**src/rtl/uart_receiver_pkg.sv**
```systemverilog
// -----------------------------------------------------------------------------
// uart_receiver_pkg
//
// Shared UART definitions used by the transmitter and the receiver:
//   - frame constants (16x oversampling, mid-bit tick, data width)
//   - receiver FSM state encodings
//   - baud-rate codes and the divisor table that turns a baud_select code
//     into the number of system clocks per 16x sample tick
//
// The divisor table assumes a 1.8432 MHz system clock, which divides evenly
// into every supported rate at 16x oversampling.
// -----------------------------------------------------------------------------
package uart_receiver_pkg;

   // Frame geometry
   localparam int OVERSAMPLE = 16;
   localparam int DATA_BITS  = 8;
   localparam int TICK_WIDTH = 4;

   // Tick-counter values: the middle of the start bit and the last tick of a
   // 16-tick bit period (which, once aligned to mid-start, is mid-bit).
   localparam logic [TICK_WIDTH-1:0] MID_BIT_TICK   = TICK_WIDTH'(OVERSAMPLE / 2 - 1);
   localparam logic [TICK_WIDTH-1:0] LAST_TICK      = TICK_WIDTH'(OVERSAMPLE - 1);
   localparam logic [2:0]            LAST_BIT_INDEX = 3'(DATA_BITS - 1);

   // Width of the baud divisor counter
   localparam int DIV_WIDTH = 8;

   // Receiver FSM encodings; codes 6 and 7 are unused and recover to OFF
   typedef logic [2:0] uart_state_t;
   localparam uart_state_t ST_OFF    = 3'd0;
   localparam uart_state_t ST_IDLE   = 3'd1;
   localparam uart_state_t ST_START  = 3'd2;
   localparam uart_state_t ST_DATA   = 3'd3;
   localparam uart_state_t ST_PARITY = 3'd4;
   localparam uart_state_t ST_STOP   = 3'd5;

   // Baud-rate codes shared with the transmitter
   typedef enum logic [2:0] {
      BAUD_115200 = 3'd0,
      BAUD_57600  = 3'd1,
      BAUD_38400  = 3'd2,
      BAUD_28800  = 3'd3,
      BAUD_19200  = 3'd4,
      BAUD_14400  = 3'd5,
      BAUD_9600   = 3'd6,
      BAUD_7200   = 3'd7
   } baud_code_t;

   // System clocks per 16x sample tick for each baud code
   function automatic logic [DIV_WIDTH-1:0] baud_divisor(input logic [2:0] code);
      logic [DIV_WIDTH-1:0] div;
      case (baud_code_t'(code))
         BAUD_115200: div = 8'd1;
         BAUD_57600:  div = 8'd2;
         BAUD_38400:  div = 8'd3;
         BAUD_28800:  div = 8'd4;
         BAUD_19200:  div = 8'd6;
         BAUD_14400:  div = 8'd8;
         BAUD_9600:   div = 8'd12;
         BAUD_7200:   div = 8'd16;
         default:     div = 8'd16;
      endcase
      return div;
   endfunction

endpackage

```
**src/rtl/uart_receiver_baud_controller.sv**
```systemverilog
// -----------------------------------------------------------------------------
// Baud_controller
//
// Generates the 16x-baud sample tick for the UART receiver. A free-running
// counter divides the system clock by the divisor selected by baud_select and
// emits a one-clock sample_ENABLE pulse each time it wraps.
//
// Ports:
//   clk           in   system clock, rising edge
//   reset         in   asynchronous reset, active high
//   baud_select   in   baud-rate code (see uart_receiver_pkg)
//   sample_ENABLE out  one-clock pulse at 16x the selected baud rate
// -----------------------------------------------------------------------------
module Baud_controller
   import uart_receiver_pkg::*;
(
   input  logic       clk,
   input  logic       reset,
   input  logic [2:0] baud_select,
   output logic       sample_ENABLE
);

   logic [DIV_WIDTH-1:0] div_count;
   logic [DIV_WIDTH-1:0] div_last;

   // Terminal count for the selected rate. Comparing with >= rather than ==
   // lets the counter recover at once if baud_select shrinks the divisor
   // while the count is already beyond the new terminal value.
   assign div_last = baud_divisor(baud_select) - DIV_WIDTH'(1);

   always_ff @(posedge clk or posedge reset) begin
      if (reset) begin
         div_count     <= '0;
         sample_ENABLE <= 1'b0;
      end else if (div_count >= div_last) begin
         div_count     <= '0;
         sample_ENABLE <= 1'b1;
      end else begin
         div_count     <= div_count + DIV_WIDTH'(1);
         sample_ENABLE <= 1'b0;
      end
   end

endmodule

```
**src/rtl/uart_receiver.sv**
```systemverilog
// -----------------------------------------------------------------------------
// uart_receiver
//
// 8E1 UART receiver with 16x oversampling. The serial line is synchronized,
// a falling edge in IDLE starts a frame, the start bit is re-checked at its
// middle and every following bit is sampled 16 ticks later. Good bytes are
// published on Rx_DATA with a one-clock Rx_VALID pulse; frames with a parity
// or stop-bit error leave Rx_DATA alone and raise sticky error flags instead.
//
// Ports:
//   clk         in   system clock, rising edge
//   reset       in   asynchronous reset, active low (0 = reset)
//   baud_select in   baud-rate code, same encoding as the transmitter
//   Rx_EN       in   receiver enable; 0 forces the FSM to OFF
//   RxD         in   asynchronous serial line, idle high
//   Rx_DATA     out  last correctly received byte
//   Rx_VALID    out  one-clock pulse when a new good byte is on Rx_DATA
//   Rx_PERROR   out  sticky parity error of the last frame
//   Rx_FERROR   out  sticky framing (stop-bit) error of the last frame
//
// Parameter:
//   SYNC_STAGES number of synchronizer flops on RxD (values below 2 use 2)
// -----------------------------------------------------------------------------
module uart_receiver
   import uart_receiver_pkg::*;
#(
   parameter int SYNC_STAGES = 2
) (
   input  logic       clk,
   input  logic       reset,
   input  logic [2:0] baud_select,
   input  logic       Rx_EN,
   input  logic       RxD,
   output logic [7:0] Rx_DATA,
   output logic       Rx_VALID,
   output logic       Rx_PERROR,
   output logic       Rx_FERROR
);

   localparam int SYNC_DEPTH = (SYNC_STAGES < 2) ? 2 : SYNC_STAGES;

   logic                  baud_reset;
   logic                  sample_ENABLE;
   logic [SYNC_DEPTH-1:0] sync_ff;
   logic                  rx_line;
   logic                  rx_prev;
   logic                  start_edge;
   logic                  mid_start_tick;
   logic                  bit_tick;
   uart_state_t           state;
   logic [TICK_WIDTH-1:0] tick_count;
   logic [2:0]            bit_index;
   logic [DATA_BITS-1:0]  shift_reg;
   logic                  parity_fail;

   // The baud controller uses an active-high reset
   assign baud_reset = ~reset;

   Baud_controller u_baud (
      .clk           (clk),
      .reset         (baud_reset),
      .baud_select   (baud_select),
      .sample_ENABLE (sample_ENABLE)
   );

   // Synchronizer chain on RxD. Flops preset to 1 so that leaving reset
   // never looks like a falling edge on an idle line.
   always_ff @(posedge clk or negedge reset) begin
      if (!reset) begin
         sync_ff <= '1;
      end else begin
         sync_ff <= {sync_ff[SYNC_DEPTH-2:0], RxD};
      end
   end

   assign rx_line = sync_ff[SYNC_DEPTH-1];

   // One more flop on the synchronized line for 1->0 edge detection
   always_ff @(posedge clk or negedge reset) begin
      if (!reset) begin
         rx_prev <= 1'b1;
      end else begin
         rx_prev <= rx_line;
      end
   end

   assign start_edge     = rx_prev & ~rx_line;
   assign mid_start_tick = sample_ENABLE && (tick_count == MID_BIT_TICK);
   assign bit_tick       = sample_ENABLE && (tick_count == LAST_TICK);

   // Receiver FSM and datapath.
   // Dropping Rx_EN wins over every state and clears the sticky flags; the
   // frame in progress is discarded without touching Rx_DATA or Rx_VALID.
   // The start bit is confirmed at its middle; that moment is both where the
   // tick counter is realigned and where the previous frame's error flags
   // are cleared. From then on tick_count wraps naturally every 16 ticks and
   // each wrap lands in the middle of the next bit. The STOP sample returns
   // to IDLE immediately so a start edge in the second half of the stop bit
   // is caught.
   always_ff @(posedge clk or negedge reset) begin
      if (!reset) begin
         state       <= ST_OFF;
         tick_count  <= '0;
         bit_index   <= '0;
         shift_reg   <= '0;
         parity_fail <= 1'b0;
         Rx_DATA     <= 8'h00;
         Rx_VALID    <= 1'b0;
         Rx_PERROR   <= 1'b0;
         Rx_FERROR   <= 1'b0;
      end else begin
         Rx_VALID <= 1'b0;
         if (!Rx_EN) begin
            state       <= ST_OFF;
            tick_count  <= '0;
            bit_index   <= '0;
            parity_fail <= 1'b0;
            Rx_PERROR   <= 1'b0;
            Rx_FERROR   <= 1'b0;
         end else begin
            case (state)
               ST_OFF: begin
                  state <= ST_IDLE;
               end

               ST_IDLE: begin
                  if (start_edge) begin
                     state      <= ST_START;
                     tick_count <= '0;
                  end
               end

               ST_START: begin
                  if (mid_start_tick) begin
                     if (!rx_line) begin
                        state       <= ST_DATA;
                        tick_count  <= '0;
                        bit_index   <= '0;
                        parity_fail <= 1'b0;
                        Rx_PERROR   <= 1'b0;
                        Rx_FERROR   <= 1'b0;
                     end else begin
                        state <= ST_IDLE;
                     end
                  end else if (sample_ENABLE) begin
                     tick_count <= tick_count + TICK_WIDTH'(1);
                  end
               end

               ST_DATA: begin
                  if (sample_ENABLE) begin
                     tick_count <= tick_count + TICK_WIDTH'(1);
                  end
                  if (bit_tick) begin
                     shift_reg <= {rx_line, shift_reg[DATA_BITS-1:1]};
                     bit_index <= bit_index + 3'd1;
                     if (bit_index == LAST_BIT_INDEX) begin
                        state <= ST_PARITY;
                     end
                  end
               end

               ST_PARITY: begin
                  if (sample_ENABLE) begin
                     tick_count <= tick_count + TICK_WIDTH'(1);
                  end
                  if (bit_tick) begin
                     parity_fail <= rx_line ^ (^shift_reg);
                     state       <= ST_STOP;
                  end
               end

               ST_STOP: begin
                  if (sample_ENABLE) begin
                     tick_count <= tick_count + TICK_WIDTH'(1);
                  end
                  if (bit_tick) begin
                     state <= ST_IDLE;
                     if (rx_line && !parity_fail) begin
                        Rx_DATA  <= shift_reg;
                        Rx_VALID <= 1'b1;
                     end else begin
                        Rx_PERROR <= parity_fail;
                        Rx_FERROR <= ~rx_line;
                     end
                  end
               end

               default: begin
                  state <= ST_OFF;
               end
            endcase
         end
      end
   end

endmodule

```
**config.mk**
```make
export PLATFORM = sky130hd
export DESIGN_NAME = uart_receiver
export DESIGN_NICKNAME = d
export VERILOG_FILES = /design/src/rtl/uart_receiver_pkg.sv /design/src/rtl/uart_receiver_baud_controller.sv /design/src/rtl/uart_receiver.sv
export SDC_FILE = /design/constraint.sdc
export NUM_CORES = 1
export LEC_CHECK = 0
export BUFFER_PORTS_ARGS = -buffer_cell sky130_fd_sc_hd__buf_4
export CAP_MARGIN = 20
export CELL_PAD_IN_SITES_DETAIL_PLACEMENT = 1
export CELL_PAD_IN_SITES_GLOBAL_PLACEMENT = 1
export CORE_MARGIN = 4
export CORE_UTILIZATION = 40
export DETAILED_ROUTE_END_ITERATION = 12
export GPL_TIMING_DRIVEN = 0
export PLACE_DENSITY_LB_ADDON = 0.08
export SLEW_MARGIN = 25
export SYNTH_ARGS = -nofsm -noshare
export SYNTH_HDL_FRONTEND = slang
export SYNTH_SLANG_ARGS = --single-unit
```
**constraint.sdc**
```tcl
create_clock -name clk -period 4 [get_ports clk]
set_input_delay 0.8 -clock clk [delete_from_list [all_inputs] [get_ports clk]]
set_output_delay 0.8 -clock clk [all_outputs]
set_load 0.01 [all_outputs]
```
# Yosys cells after proc, flatten, opt, wreduce, memory -nomap -nowiden
# Memories as Yosys holds them, arrays and structs flattened.
# Index checks and enable logic that the tools add are counted.
word_totals:
  ff_bits: 42
  latchBits: 0
  ram_bits: 0
  mem_bits_ro: 40
  out_inout_bits: 11
  mem_count: 1
memory_table:
  columns: ["memory", "depth", "width", "read_ports", "rd_clocked_by_memory_dff", "write_ports", "line_no", "text"]
  rows:
  - ["(no name shown)", 8, 5, 1, 0, 0, "uart_receiver_pkg.sv:53", "case (baud_code_t'(code))"]
op_classes:
  n_addsub: 4
  multipliers: 0
  div: 0
  n_lt_le_gt_ge: 1
  eq_ne: 21
  shifts: 0
  muxes: 39
  bitwise_logic: 3
  reduce_logical: 14
op_table:
  columns: ["operator", "n"]
  rows:
  - ["two-way mux 3 bit", 11]
  - ["!= test 3 bit (second input constant)", 8]
  - ["two-way mux 4 bit", 5]
  - ["one-hot mux 3 bit (6 select lines)", 1]
  - ["two-way mux 1 bit", 15]
  - ["one-hot mux 4 bit (3 select lines)", 1]
  - ["AND reduction 4 bit", 3]
  - ["equality test 3 bit (second input constant)", 3]
  - ["!= test 3 x 1 -> 1 bit (second input constant)", 3]
  - ["adder 8 x 1 -> 8 bit (second input constant)", 1]
  - [">= comparator 8 bit", 1]
  - ["two-way mux 8 bit", 1]
  - ["XOR reduction 8 bit", 1]
  - ["subtractor 8 x 1 -> 8 bit (second input constant)", 1]
  - ["equality test 3 x 2 -> 1 bit (second input constant)", 2]
  - ["one-hot mux 1 bit (2 select lines)", 3]
  - ["one-hot mux 3 bit (2 select lines)", 1]
  - ["AND reduction 3 bit", 2]
  - ["AND reduction 6 bit", 1]
  - ["AND reduction 5 bit", 1]
  - ["adder 4 x 1 -> 4 bit (second input constant)", 1]
  - ["equality test 4 x 3 -> 1 bit (second input constant)", 1]
  - ["equality test 4 bit (second input constant)", 1]
  - ["!= test 4 x 2 -> 1 bit (second input constant)", 1]
  - ["other kinds (11)", 13]

# Depth between registers and ports, before layout
# Gate-level depths: netlist of run 1.
logic_depth:
  ltp_word: 6
  mapped_depth: 9
  mapped_depth_nobuf: 9

# By module
# Synthesis of run 1 repeated with hierarchy kept, for this count alone.
unflattened:
  hier_cells: 215
  area_unflattened_um2: 2356.0
modules_own_cells:
  columns: ["module", "n_inst", "cells_per_inst", "area_per_inst_um2", "seq_area_each_um2"]
  rows:
  - ["uart_receiver", 1, 154, 1737.9, 829.5]
  - ["Baud_controller", 1, 61, 618.1, 225.2]

# Worst setup path after synthesis of run 1
# No wires, ideal clock.
synth_timing:
  path_type: "input to register"
  from: "input port baud_select[0]"
  to: "register u_baud.div_count[0]"
  setup_time_ns: 0.094
  t_arrival_ns: 2.617
  required_ns: 3.906
  setup_slack_ns: 1.289
  cell_stages: 7
  cell_sequence: "inv_1 > ha_1 > or4b_2 > ha_1 > and2_1 > buf_1 > a211oi_1"
synth_via:
  elab_chain_len: 4
synth_rtl:
  columns: ["item", "line_no", "text"]
  rows:
  - ["start, declared", "uart_receiver.sv:31", "input logic [2:0] baud_select,"]
  - ["memory (8 x 5 bit)", null, null]
  - ["subtractor 8 x 1 -> 8 bit", "uart_receiver_baud_controller.sv:29", "assign div_last = baud_divisor(baud_select) - DIV_WIDTH'(1);"]
  - [">= comparator 8 bit", "uart_receiver_baud_controller.sv:35", "end else if (div_count >= div_last) begin"]
  - ["two-way mux 8 bit", "uart_receiver_baud_controller.sv:35", null]
  - ["end signal, assigned", "uart_receiver_baud_controller.sv:39", "div_count <= div_count + DIV_WIDTH'(1);"]
  - ["end, declared", "uart_receiver_baud_controller.sv:23", "logic [DIV_WIDTH-1:0] div_count;"]
# No other way between the ends.
# A chain may end at the register's enable or synchronous reset.

# Worst setup path in the final report of run 1
layout_timing:
  from: "input port baud_select[0]"
  to: "register u_baud.div_count[4]"
# The elaborated chain is that of the path after synthesis.

==> flow_metrics.tcl, run 1 <==
set metrics [dict create \
    run_status "finished clean" \
    post_cts_resized 0 \
    share_of_synthesized_flip_flops_with_an_asynchronous_set_or_reset 1.00 \
    synth_seq_area_share 0.449 \
    worst_pin_slew_ps 662 \
    highest-signal-layer "met4" \
    post-route-drc-count 0 \
    clock_tree.buffer_depth 2 \
    timing.final.crit_share 0.748 \
    grt_max_degree 43 \
    fp.dieW_microns 84.7 \
    path_max_fanout 9 \
    sequential_cell_area_sq_um 1050 \
    critical_path.most_common_cell "ha_1" \
    power.leakage_uw 0.00127 \
    nets 252 \
    final.fill_count 631 \
    dp_hpwl_mm 3.91 \
    multi_input_logic_area_sq_um 1190 \
    cts_tree "done" \
    synth_seq_cells 42 \
    syn_nets 228 \
    timing.critical_path.arrival_ps 3190 \
    slowest_cell_on_the_critical_path "a2111oi_0" \
    place.gp.congestion 0.780 \
    detail_route.iter0.violations 35 \
    grt_overflow_total 0 \
    worst_ir_drop_vdd_mv 0.206 \
    clock_skew_ps 5.41 \
    top_level_ports 18 \
    total_negative_slack_ps 0 \
    route.detailed.vias_per_inst 5.53 \
    antenna-diode-count 0 \
    insertion_delay_to_the_later_sink_of_the_worst_skew_pair_ps 290 \
    relSlewSlack 0.556 \
    die_area_sq_um 7170 \
    route.met3.wl_microns 173 \
    criticalPathCategory "in2reg" \
    cp_cell_sequence "buf_4 -> inv_1 -> ha_1 -> mux2i_1 -> ha_1 -> xor2_1 -> ha_1 -> a2111oi_0 -> o21ai_1 -> a211oi_1" \
    holdCritPathClass "reg2reg" \
    clk_pin_slew_worst_paths_ps 80 \
    wire_per_inst_microns 17.0 \
    cts_setup_buffers 0 \
    worst_setup_path_end_kind "flip-flop" \
    initial_core_utilization 0.419 \
    post_synth_instance_area_sq_um 2350 \
    clock-root-buffer "clkbuf_8" \
    wl_met1_mm 2.18 \
    core_area_sq_um 5610 \
    timing.final.max_slew_violations 0 \
    timing.critical_path.required_ps 4200 \
    wl_met2_mm 2.72 \
    synthesis.instances 208 \
    die_h_microns 84.7 \
    dominantRegCellSynth "dfrtp_1" \
    clock_sink_count 42 \
    dpl_worst_slack_ps 688 \
    routed_wirelength_mm 5.17 \
    synth_top_cells_by_area "dfrtp_1 (42%), mux2_2 (8.1%), ha_1 (6.9%)" \
    tritoncts.num_buffers 5 \
    vias 1686 \
    timing_hold_violations_final 0 \
    gr-usage-all-layers 0.155 \
    layout-drive-gt1-share 0.253 \
    setup.reg_to_reg.worst_slack_ps 1960 \
    post-synth-top-area-cell "dfrtp_1" \
    hold_buffers_post_cts 0 \
    remaining_antenna_violation_count_after_routing 0 \
    synth-edff-count 0 \
    max_stage_delay_ps 450 \
    max_freq_mhz 334 \
    antenna_found_initial 0 \
    synth_warnings 0 \
    power.density_cell_area_nw_per_um2 376 \
    timing.max_cap.violations 0 \
    layout.core_utilization 0.478 \
    final.min_clock_period_ps 2990 \
    setup.worst_path.start_class "input pin" \
    cp_num_buf_inv 2 \
    htree_levels 2 \
    vias_in_the_first_global_route 1925 \
    portBuffers 17 \
    rows 27 \
    avgSynthCellArea_sq_um 11.3 \
    wire_length_of_the_first_global_routing_pass_mm 9.00 \
    dr.pass1.iters 4 \
    area_growth_from_synthesis_to_final_layout_pct 13.9 \
    post-synth-top-area-fraction 0.415 \
    unrepaired_setup_endpoints_after_global_routing "false" \
    synth_cell_types 56 \
    final_critical_path_setup_slack_ps 1010 \
    critical_path.top_delay_family "compound AO/OA/AOI/OAI gates" \
    finalSetupViolations 0 \
]
==> final timing paths <==
check / from / to / cells after the start
setup / recovery: baud_select[0] / u_baud.div_count[4] / 10
hold / removal: sync_ff[0] / sync_ff[1] / 0
setup reg to reg: tick_count[0] / Rx_DATA[7] / 5
hold reg to reg: sync_ff[0] / sync_ff[1] / 0
max in group asynchronous: reset / sync_ff[0] / 1
min in group asynchronous: reset / state[2] / 1
==> cell families after synthesis <==
family,synth area share
xor gates and xnor gates,0.0655
adders and majority gates,0.0692
AOI/OAI and AO/OA,0.140
muxes,0.108
buffers and inverters,0.0436
and+or+nand+nor,0.126
DFF,0.449
==> cell usage after synthesis, types with 3 or more instances <==
library cell,n
a211oi_1,10
nor2_1,4
mux2i_1,5
buf_2,4
and3_1,3
nand2_1,5
dfstp_2,3
and2_1,3
o31ai_1,4
mux2_2,17
o21ai_0,7
inv_1,11
dfrtp_1,39
ha_1,13
xnor2_1,6
a21oi_1,7
nand3_1,11
xor2_1,9
==> placed cells by master, fill, tap and decap left out, types with 7 or more instances in the layout <==
master | synthesis | layout
inv_1 | 11 | 11
mux2_2 | 17 | 17
ha_1 | 13 | 13
a211oi_1 | 10 | 10
nand3_1 | 11 | 11
buf_4 | 1 | 18
dfrtp_1 | 39 | 39
a21oi_1 | 7 | 7
xor2_1 | 9 | 9
o21ai_0 | 7 | 7
==> power by group <==
part / total, uW / switching (uW) / internal [uW]
Sequential: 487 / 35.0 / 452
Combinational: 186 / 110 / 75.7
Clock: 334 / 148 / 186
Total: 1010 / 293 / 714
==> final cells by class <==
class	count	area share
tap	72	0.0336
clock buffer	6	0.0271
timing repair buffer	17	0.0476
sequential	42	0.394
inverter	11	0.0154
clock inverter	2	0.0140
buffer	10	0.0229
multi-input combinational	145	0.446
==> through the flow <==
stage               total power (uW)  cells  cell area, sq um  hold WS (ps)
floorplan                        618    208              2350           345
global placement                 667    297              2570           348
detailed placement               684    297              2570           349
CTS                             1020    305              2680           361
global route                    1060    305              2680           371
finish                          1010    305              2680           362
==> routing by layer <==
metal / global-route usage / vias up
met5: 0 / -
met4: 0.0647 / 0
met3: 0.0343 / 11
met2: 0.284 / 23
met1: 0.171 / 842
li1: - / 810
No activity file was read; power rests on OpenSTA's default activity.
==> run 2: changes to the inputs <==
Clock period 4 ns to 2.74 ns, I/O delays scaled along.
==> run 2 against run 1 <==
  * Die area is the same
  * Count of clock-buffer cells in the layout is the same
  * First-iteration DRC count grew 2.9%
  * Sequential power grew 46%
  * Final cell count is the same
  * Cell area grew 0.37%
  * Utilization grew 0.18 points
  * Sequential share of layout area shrank 0.15 points
  * Non-clock buffer count is the same
  * Routed wire length is essentially flat
  * Worst setup slack lost 800 ps
  * Largest power group unchanged
  * Highest routed layer unchanged
==> flow_metrics.tcl, run 2 (synthesis results as in run 1) <==
set metrics [dict create \
    clock_tree.buffer_depth 2 \
    wire_per_inst_microns 16.9 \
    detail_route.iter0.violations 36 \
    most_frequent_standard_cell_in_the_layout_excluding_fill_and_tap_cells "dfrtp_1" \
    dp_hpwl_mm 3.91 \
    core_area_sq_um 5610 \
    nets 252 \
    wire_length_of_the_first_global_routing_pass_mm 9.00 \
    power.share.combinational 0.194 \
    reg2regPathDepth 5 \
    final.min_clock_period_ps 2530 \
    timing.final.max_slew_violations 0 \
    dpl_worst_slack_ps -320 \
    worst_setup_path_end_kind "flip-flop" \
    rows 27 \
    timing_hold_violations_final 0 \
    cellInternalPower_uw 1050 \
    route.detailed.vias_per_inst 5.55 \
    layout-drive-gt1-share 0.262 \
    timing.max_cap.violations 0 \
    gr-usage-all-layers 0.155 \
    clock_skew_ps 6.87 \
    place.gp.congestion 0.780 \
    die_h_microns 84.7 \
    remaining_antenna_violation_count_after_routing 0 \
    slowest_cell_on_the_critical_path "or4b_2" \
    initial_core_utilization 0.419 \
    clk_pin_slew_worst_paths_ps 80 \
    clock_sink_count 42 \
    setup.worst_path.start_class "input pin" \
    clock-root-buffer "clkbuf_8" \
    relSlewSlack 0.651 \
    dr.pass1.iters 4 \
    cp_cell_sequence "buf_4 -> inv_1 -> ha_1 -> or4b_2 -> ha_1 -> a21o_1 -> buf_1 -> a211oi_1" \
    grt_max_degree 43 \
    finalHoldWorstSlack_ps 232 \
    p_sw_uw 435 \
    worst_ir_drop_vdd_mv 0.301 \
    final_critical_path_setup_slack_ps 207 \
    grt_overflow_total 0 \
    critical_path.most_common_cell "ha_1" \
    mostFrequentLayoutCells "dfrtp_1 (39), buf_4 (18), mux2_2 (17), ha_1 (13)" \
    die_area_sq_um 7170 \
    vias 1694 \
    worst_pin_slew_ps 523 \
    fp.dieW_microns 84.7 \
    power.density_cell_area_nw_per_um2 553 \
    finalSetupViolations 0 \
    criticalPathCategory "in2reg" \
    timing.final.crit_share 0.924 \
    post_cts_resized 2 \
    seqPwrFrac 0.479 \
    run_status "finished clean" \
    hold_buffers_post_cts 0 \
    post-route-drc-count 0 \
    cts_setup_buffers 0 \
    power.leakage_uw 0.00128 \
    timing.critical_path.required_ps 2940 \
    max_stage_delay_ps 680 \
    insertion_delay_to_the_later_sink_of_the_worst_skew_pair_ps 290 \
    vias_in_the_first_global_route 1925 \
    top_level_ports 18 \
    cts_tree "done" \
    path_max_fanout 9 \
    routed_wirelength_mm 5.17 \
    portBuffers 17 \
    antenna_found_initial 0 \
    holdCritPathClass "in2async" \
    tritoncts.num_buffers 5 \
    p_clk_frac 0.327 \
    unrepaired_setup_endpoints_after_global_routing "false" \
    htree_levels 2 \
    antenna-diode-count 0 \
    p_sw_frac 0.292 \
    max_freq_mhz 395 \
    area_growth_from_synthesis_to_final_layout_pct 14.4 \
    timing.critical_path.arrival_ps 2730 \
]
==> run 2: path summary, 6_finish.rpt <==
path	from	end	slack (ps)
max	baud_select[0]	u_baud.div_count[4]	210
min	reset	state[2]	230
max reg2reg	tick_count[0]	Rx_DATA[7]	700
min reg2reg	sync_ff[0]	sync_ff[1]	360
max in group asynchronous	reset	sync_ff[0]	2140
min in group clk	RxD	sync_ff[0]	360
==> run 2: metrics by stage <==
| stage | total power, uW | TNS [ps] | instance area (sq um) | util | cells |
|---|---|---|---|---|---|
| floorplan | 902 | 0 | 2350 | - | 208 |
| global placement | 974 | -35.5 | 2570 | 0.458 | 297 |
| detailed placement | 998 | -2480 | 2570 | 0.458 | 297 |
| CTS | 1500 | 0 | 2680 | 0.479 | 305 |
| global route | 1570 | 0 | 2690 | 0.479 | 305 |
| finish | 1490 | 0 | 2690 | 0.479 | 305 |
==> run 2: per-layer routing <==
metal  up-vias  wire length (microns)  part of all wire  GRT usage
met5         -                      0                 0          0
met4         0                     93             0.018     0.0647
met3        11                    173             0.033     0.0343
met2        23                   2740              0.53      0.284
met1       850                   2170              0.42      0.171
li1        810                      -                 -          -
==> run 2: cell type report <==
cell class / instances / area (sq um)
Buffer: 10 / 61.3
Fill cell: 630 / 2920
Clock inverter: 2 / 37.5
Tap cell: 72 / 90.1
Clock buffer: 6 / 72.6
Timing Repair Buffer: 17 / 128
Inverter: 11 / 41.3
Sequential cell: 42 / 1050
Multi-Input combinational cell: 145 / 1200
==> run 2: power groups by stage <==
| stage | clock network [uW] | logic, uW | registers [uW] |
|---|---|---|---|
| floorplan | 0 | 195 | 707 |
| global placement | 0 | 252 | 722 |
| detailed placement | 0 | 275 | 723 |
| CTS | 504 | 287 | 711 |
| global route | 522 | 327 | 722 |
| finish | 486 | 289 | 712 |
==> run 2: worst max-delay path, delay by kind of cell <==
kind	cells	cell delay, ps
buf+inv	3	380
compound gates	2	440
simple gates	1	680
fa+ha+maj	2	680
